[config.mk]
export PLATFORM = sky130hd
export DESIGN_NAME = mem_stage_unit
export DESIGN_NICKNAME = d
export VERILOG_FILES = /design/src/rtl/mem_stage_unit.sv
export SDC_FILE = /design/constraint.sdc
export NUM_CORES = 1
export LEC_CHECK = 0
export CORE_MARGIN = 2
export CORE_UTILIZATION = 45
export DETAILED_ROUTE_END_ITERATION = 16
export HOLD_SLACK_MARGIN = 0.1
export PLACE_DENSITY = 0.84
export SYNTH_ARGS = -nofsm -noshare
export SYNTH_HDL_FRONTEND = slang
export SYNTH_SLANG_ARGS = --single-unit
[constraint.sdc]
create_clock -name clk -period 2.7 [get_ports clk]
set_clock_uncertainty 0.05 [all_clocks]
set_input_delay 0.405 -clock clk [delete_from_list [all_inputs] [get_ports clk]]
set_output_delay 0.405 -clock clk [all_outputs]
set_load 0.01 [all_outputs]
[src/rtl/mem_stage_unit.sv]
// rtl/mem_stage_unit.sv - EX/MEM consumer: redirects, load/store handshake, MEM/WB register
// Two states: IDLE accepts an instruction, BUSY waits for memAck or the timeout.
module mem_stage_unit #(
    parameter int DATA_W  = 32,
    parameter int REG_W   = 5,
    parameter int TIMEOUT = 16
) (
    input  logic              clk,
    input  logic              rst,
    input  logic              inValid,
    input  logic              inMemRead,
    input  logic              inMemWrite,
    input  logic              inBranch,
    input  logic              inJumpEn,
    input  logic              inRegWrite,
    input  logic              inZf,
    input  logic [DATA_W-1:0] inAdder,
    input  logic [DATA_W-1:0] inJump,
    input  logic [DATA_W-1:0] inOutAlu,
    input  logic [DATA_W-1:0] inRD2,
    input  logic [REG_W-1:0]  inMux5b,
    output logic              memReq,
    output logic              memWe,
    output logic [DATA_W-1:0] memAddr,
    output logic [DATA_W-1:0] memWData,
    input  logic [DATA_W-1:0] memRData,
    input  logic              memAck,
    output logic              stall,
    output logic              pcRedirect,
    output logic [DATA_W-1:0] pcTarget,
    output logic              outValid,
    output logic [DATA_W-1:0] outWbData,
    output logic [REG_W-1:0]  outMux5b,
    output logic              outRegWrite,
    output logic              outErr
);

    localparam int CNT_W = $clog2(TIMEOUT + 1);
    localparam logic [CNT_W-1:0] CNT_LAST = CNT_W'(TIMEOUT - 1);

    typedef enum logic {IDLE, BUSY} state_t;

    state_t             state_q, state_d;
    logic [CNT_W-1:0]   cnt_q, cnt_d;
    logic               mem_req_q, mem_req_d;
    logic               mem_we_q, mem_we_d;
    logic [DATA_W-1:0]  mem_addr_q, mem_addr_d;
    logic [DATA_W-1:0]  mem_wdata_q, mem_wdata_d;
    logic               pc_redirect_q, pc_redirect_d;
    logic [DATA_W-1:0]  pc_target_q, pc_target_d;
    logic               out_valid_q, out_valid_d;
    logic [DATA_W-1:0]  out_wb_data_q, out_wb_data_d;
    logic [REG_W-1:0]   out_mux5b_q, out_mux5b_d;
    logic               out_reg_write_q, out_reg_write_d;
    logic               out_err_q, out_err_d;
    logic [REG_W-1:0]   dest_q, dest_d;
    logic               rw_lat_q, rw_lat_d;

    logic mem_op;
    logic misaligned;
    logic timeout;

    assign mem_op     = inMemRead | inMemWrite;
    assign misaligned = mem_op & (inOutAlu[1:0] != 2'b00);
    assign timeout    = (state_q == BUSY) & ~memAck & (cnt_q == CNT_LAST);

    always_comb begin
        state_d         = state_q;
        cnt_d           = cnt_q;
        mem_req_d       = mem_req_q;
        mem_we_d        = mem_we_q;
        mem_addr_d      = mem_addr_q;
        mem_wdata_d     = mem_wdata_q;
        pc_redirect_d   = 1'b0;
        pc_target_d     = pc_target_q;
        out_valid_d     = 1'b0;
        out_wb_data_d   = out_wb_data_q;
        out_mux5b_d     = out_mux5b_q;
        out_reg_write_d = 1'b0;
        out_err_d       = 1'b0;
        dest_d          = dest_q;
        rw_lat_d        = rw_lat_q;
        stall           = 1'b0;

        case (state_q)
            IDLE: begin
                if (inValid) begin
                    if (inJumpEn | (inBranch & inZf)) begin
                        pc_redirect_d = 1'b1;
                        pc_target_d   = inJumpEn ? inJump : inAdder;
                    end
                    if (!mem_op) begin
                        out_valid_d     = 1'b1;
                        out_wb_data_d   = inOutAlu;
                        out_mux5b_d     = inMux5b;
                        out_reg_write_d = inRegWrite;
                    end else if (misaligned) begin
                        out_valid_d = 1'b1;
                        out_err_d   = 1'b1;
                    end else begin
                        stall       = 1'b1;
                        state_d     = BUSY;
                        cnt_d       = '0;
                        mem_req_d   = 1'b1;
                        mem_we_d    = inMemWrite;
                        mem_addr_d  = inOutAlu;
                        mem_wdata_d = inRD2;
                        dest_d      = inMux5b;
                        rw_lat_d    = inRegWrite;
                    end
                end
            end
            BUSY: begin
                if (memAck) begin
                    state_d     = IDLE;
                    mem_req_d   = 1'b0;
                    out_valid_d = 1'b1;
                    out_mux5b_d = dest_q;
                    // Stores report their address as write-back data but never write a register.
                    if (mem_we_q) begin
                        out_wb_data_d = mem_addr_q;
                    end else begin
                        out_wb_data_d   = memRData;
                        out_reg_write_d = rw_lat_q;
                    end
                end else if (timeout) begin
                    state_d     = IDLE;
                    mem_req_d   = 1'b0;
                    out_valid_d = 1'b1;
                    out_err_d   = 1'b1;
                end else begin
                    stall = 1'b1;
                    cnt_d = cnt_q + CNT_W'(1);
                end
            end
            default: state_d = IDLE;
        endcase
    end

    always_ff @(posedge clk) begin
        if (rst) begin
            state_q         <= IDLE;
            cnt_q           <= '0;
            mem_req_q       <= 1'b0;
            mem_we_q        <= 1'b0;
            mem_addr_q      <= '0;
            mem_wdata_q     <= '0;
            pc_redirect_q   <= 1'b0;
            pc_target_q     <= '0;
            out_valid_q     <= 1'b0;
            out_wb_data_q   <= '0;
            out_mux5b_q     <= '0;
            out_reg_write_q <= 1'b0;
            out_err_q       <= 1'b0;
            dest_q          <= '0;
            rw_lat_q        <= 1'b0;
        end else begin
            state_q         <= state_d;
            cnt_q           <= cnt_d;
            mem_req_q       <= mem_req_d;
            mem_we_q        <= mem_we_d;
            mem_addr_q      <= mem_addr_d;
            mem_wdata_q     <= mem_wdata_d;
            pc_redirect_q   <= pc_redirect_d;
            pc_target_q     <= pc_target_d;
            out_valid_q     <= out_valid_d;
            out_wb_data_q   <= out_wb_data_d;
            out_mux5b_q     <= out_mux5b_d;
            out_reg_write_q <= out_reg_write_d;
            out_err_q       <= out_err_d;
            dest_q          <= dest_d;
            rw_lat_q        <= rw_lat_d;
        end
    end

    assign memReq      = mem_req_q;
    assign memWe       = mem_we_q;
    assign memAddr     = mem_addr_q;
    assign memWData    = mem_wdata_q;
    assign pcRedirect  = pc_redirect_q;
    assign pcTarget    = pc_target_q;
    assign outValid    = out_valid_q;
    assign outWbData   = out_wb_data_q;
    assign outMux5b    = out_mux5b_q;
    assign outRegWrite = out_reg_write_q;
    assign outErr      = out_err_q;

endmodule
# After elaboration in Yosys (flattened, before gate mapping)
# Cells that the tools add are included.
# classes
n_addsub,1
n_eq_ne,9
n_mux,44
bitwise_logic,10
reduce_logical,7
# ops
operator,n
32-bit two-way mux,5
32-bit case mux with 2 select lines,1
5-bit two-way mux,8
1-bit two-way mux,23
5-bit case mux with 2 select lines,2
"2-bit != test, second input constant",7
1-bit case mux with 2 select lines,5
4-bit AND reduction,2
3-bit AND reduction,2
"5-bit by 1-bit adder with 5-bit output, second input constant",1
"5-bit by 4-bit == test with 1-bit output, second input constant",1
5-bit AND reduction,1
1-bit bitwise AND,4
1-bit NOT,4
"3-bit by 2-bit != test with 1-bit output, second input constant",1
3-bit OR reduction,1
1-bit bitwise OR,2
2-bit nonzero test,1
# word_totals
register_bits,151
inputBits,175
output_inout_bits,140
word_cells,86

# Longest topological paths before layout
# logic_depth
word_depth,6
depth_mapped,6
mapped_depth_nobuf,6

# Worst setup path after synthesis
# Ideal clock, no wire load.
# synth_path
path_type,reg2out
start,reg cnt_q[0]
end,out stall
t_arrival_ps,1548
t_required_ps,2245
path_slack_ps,697
path_stages_with_launch,6
path_buffers,0
path_cell_list,dfxtp_1 ha_1 and3_1 ha_1 or3b_2 o31ai_1
# synth_between
elab_chain_len,5
# synth_rtl
element,line,source
from (decl),44,"logic [CNT_W-1:0] cnt_q, cnt_d;"
from (signal assigned),159,cnt_q <= cnt_d;
5-bit by 4-bit == test with 1-bit output,65,assign timeout = (state_q == BUSY) & ~memAck & (cnt_q == CNT_LAST);
1-bit bitwise AND,65,
1-bit two-way mux,126,end else if (timeout) begin
1-bit two-way mux,114,if (memAck) begin
1-bit case mux with 2 select lines,85,case (state_q)
to (decl),28,"output logic stall,"
# No other way between the ends.

# Final worst setup path
# Same ends and word-level chain as after synthesis.

==> flow_summary.toml <==
[status]
status = "complete, no violations"

[pwr]
peakVddDrop_mv = 0.419
intPower_mw = 4.11
seq_power_share = 0.427
power_switching_mw = 1.48
leakagePower_nw = 3.71
power_density_nw_per_um2 = 525
swShare = 0.265
combPwrFrac = 0.187
clkPwrFrac = 0.385

[logic_synthesis]
synth.area.top_cells = "dfxtp_1 (44%), a21oi_1 (10%), mux2i_1 (9.4%)"
async_flop_share = 0
synth_seq_area_share = 0.441
synth-edff-count = 0
syn_inst = 752
avgSynthCellArea_sq_um = 9.11
netlist_top_cells_count = "dfxtp_1 (151), a21oi_1 (141), o31ai_1 (70), clkbuf_1 (69), nand4_1 (68)"
synthFlopType = "dfxtp_1"
ys_warn_count = 0
syn_nets = 929
synthesis.area_sq_um = 6850
synth.top_cell.area_share = 0.441
synth.most_common_cell = "dfxtp_1"
yosysUniqueCellTypes = 37
yosys_register_bits = 151
synth_area_leader_cell = "dfxtp_1"

[die]
start_util = 0.456
fp.dieW_um = 127
core_sq_um = 15000
fp-row-count = 45
fp.dieH_um = 127
num_io_pins = 315
die-area_sq_um = 16200

[cells_and_area]
regArea_sq_um = 3030
fill_cells = 1153
fin_nets = 1194
multi_input_comb_area_sq_um = 3450
stdcell_count = 1218
drive_gt1_frac = 0.100
syn2layout_area_growth_pct = 55.4
diodes = 0

[worst_setup_path]
crit_arrival_ns = 2.08
crit_chain = "ha_1 > and3_1 > ha_1 > or3b_4 > o31ai_1 > buf_2"
worstPathMaxFanout = 5
crit_top_cell = "ha_1"
endpoint_kind = "output port"
cpPeakStageDelay_ns = 0.40
cp_slowest_cell = "or3b_4"
cp.required_ns = 2.25
crit_path_start_kind = "flip-flop"
critPathKind = "reg2out"

[clock_tree]
clock_latency_ns = 0.41
h-tree-depth = 4
cts_hold_buffers = 0
clock-sinks = 151
cts_setup_buffers = 0
root_buffer = "clkbuf_16"
clk_pin_slew_ns = 0.06
cts_buffers = 17
cts_buffer_depth = 2
cts_tree = "done"

[sta]
timing.final.crit_share = 0.939
max_freq_ghz = 0.394
tns_ns = 0
setup_viol_count_final = 0
relSlewSlack = 0.408
worst_pin_slew_ns = 0.888
hold_viol_final = 0
post-route-min-period_ns = 2.54
drv_slew = 0
grt_setup_unrepaired = "no"

[drt]
routed-via-count = 7196
routedWlPerCell_um = 19.3
routed_wl_mm = 23.5
routed_via_density = 5.91
drc = 0
postRouteAntennaNets = 0
drt_pass1_iterations = 5
drt-initial-drc-count = 608

[global_routing]
grt_antenna_before_repair = 0
grt_pass1_vias = 6896
grt_util_all_layers = 0.282
gr-total-overflow = 0
grt_pass1_wl_mm = 36.5
grt_max_degree = 74

[placed_design]
dp_hpwl_mm = 16.0
port_buffers = 314
place.gp.congestion = 0.818
placed_cells = 1186

[min_path]
hold_class = "in2reg"

[flow_run]
cap_violations = 0
[kinds of logic (layout without fill, tap and decap cells)]
| group | after synthesis | in the layout | synth area share |
|---|---|---|---|
| adder cells (fa/ha/maj) | 2 | 2 | 0.00365 |
| flip-flops | 151 | 151 | 0.441 |
| AO/OA/AOI/OAI | 290 | 290 | 0.280 |
| multiplexers | 64 | 64 | 0.0935 |
| buffers and inverters | 97 | 375 | 0.0594 |
| AND/OR/NAND/NOR | 148 | 148 | 0.122 |
[layer usage]
layer | global-route usage | vias up | part of all wire
met1 | 0.339 | 3400 | 0.40
met4 | 0.125 | 0 | 0.035
met2 | 0.473 | 332 | 0.50
met3 | 0.0762 | 52 | 0.073
met5 | 0 | - | 0
li1 | - | 3412 | -
[layout by cell type, fill, tap and decap left out, types with 3 or more instances in the layout]
cell,Yosys,routed
nor3_1,12,11
clkinvlp_4,0,6
clkdlybuf4s50_1,0,311
clkinv_2,0,3
clkbuf_16,0,17
a22o_2,30,30
o21ai_0,3,3
nor3b_1,3,3
a221oi_1,5,5
nand3_1,4,4
mux2i_1,64,64
nand2_1,5,5
buf_4,1,25
a21oi_1,141,141
buf_12,0,4
nand4_1,68,68
nor2b_1,7,6
a211oi_1,32,32
dfxtp_1,151,149
o31ai_1,70,70
nand2b_1,4,3
nor2_1,34,32
[critical path, delay by kind of cell (launching register included)]
kind | cells | cell delay [ns]
adders and majority gates | 2 | 0.44
and+or+nand+nor | 2 | 0.59
buffers and inverters | 1 | 0.20
DFF | 1 | 0.35
AOI/OAI and AO/OA | 1 | 0.09
[what timing repair did]
action / in CTS / in global routing
cloned: 0 / 0
resized for setup: 5 / 1
setup endpoints to repair: 1 / 1
[registers in the layout, summed over array words and instances, names as in the netlist]
register / flops
memAddr: 32
memWData: 32
outWbData: 32
pcTarget: 32
cnt_q: 5
dest_q: 5
outMux5b: 5
memReq: 1
memWe: 1
outErr: 1
outRegWrite: 1
outValid: 1
pcRedirect: 1
rw_lat_q: 1
state_q: 1
[area by class of cell]
type / count / share of cell area
flip-flops and latches: 151 / 0.284
multi-input cells: 504 / 0.324
clock inverters: 11 / 0.00729
repair buffers: 342 / 0.319
inverters: 1 / 0.000353
clock buffers: 21 / 0.0433
well taps: 188 / 0.0221
[final timing paths]
kind / cells after the start / start / to / slack, ns
setup / recovery: 6 / cnt_q[0] / stall / 0.16
hold / removal: 2 / rst / memAddr[25] / 0.35
setup reg to reg: 7 / cnt_q[0] / cnt_q[0] / 0.64
hold reg to reg: 2 / memReq / memReq / 0.41
[through the flow]
| stage | area (sq um) | setup WS [ns] | util | hold slack (ns) | power [mW] |
|---|---|---|---|---|---|
| 6_report | 10600 | 0.164 | 0.708 | 0.352 | 5.59 |
| 5_1_grt | 10600 | 0.0888 | 0.708 | 0.360 | 5.81 |
| 4_1_cts | 10600 | 0.0456 | 0.708 | 0.341 | 5.62 |
| 3_5_place_dp | 10100 | 0.0341 | 0.672 | 0.401 | 3.48 |
| 3_3_place_gp | 10100 | 0.0437 | 0.672 | 0.404 | 3.47 |
| 2_1_floorplan | 6850 | 0.697 | - | 0.392 | 2.88 |
[power by group through the flow]
stage                     logic [mW]  registers [mW]  clock network [mW]
after global placement          1.03            2.43                   0
after floorplan                0.405            2.47                   0
final                           1.05            2.39                2.15
after CTS                       1.05            2.39                2.18
after global routing            1.12            2.40                2.29
after detailed placement        1.04            2.44                   0
Note: power is estimated with default switching activity, not from simulation.
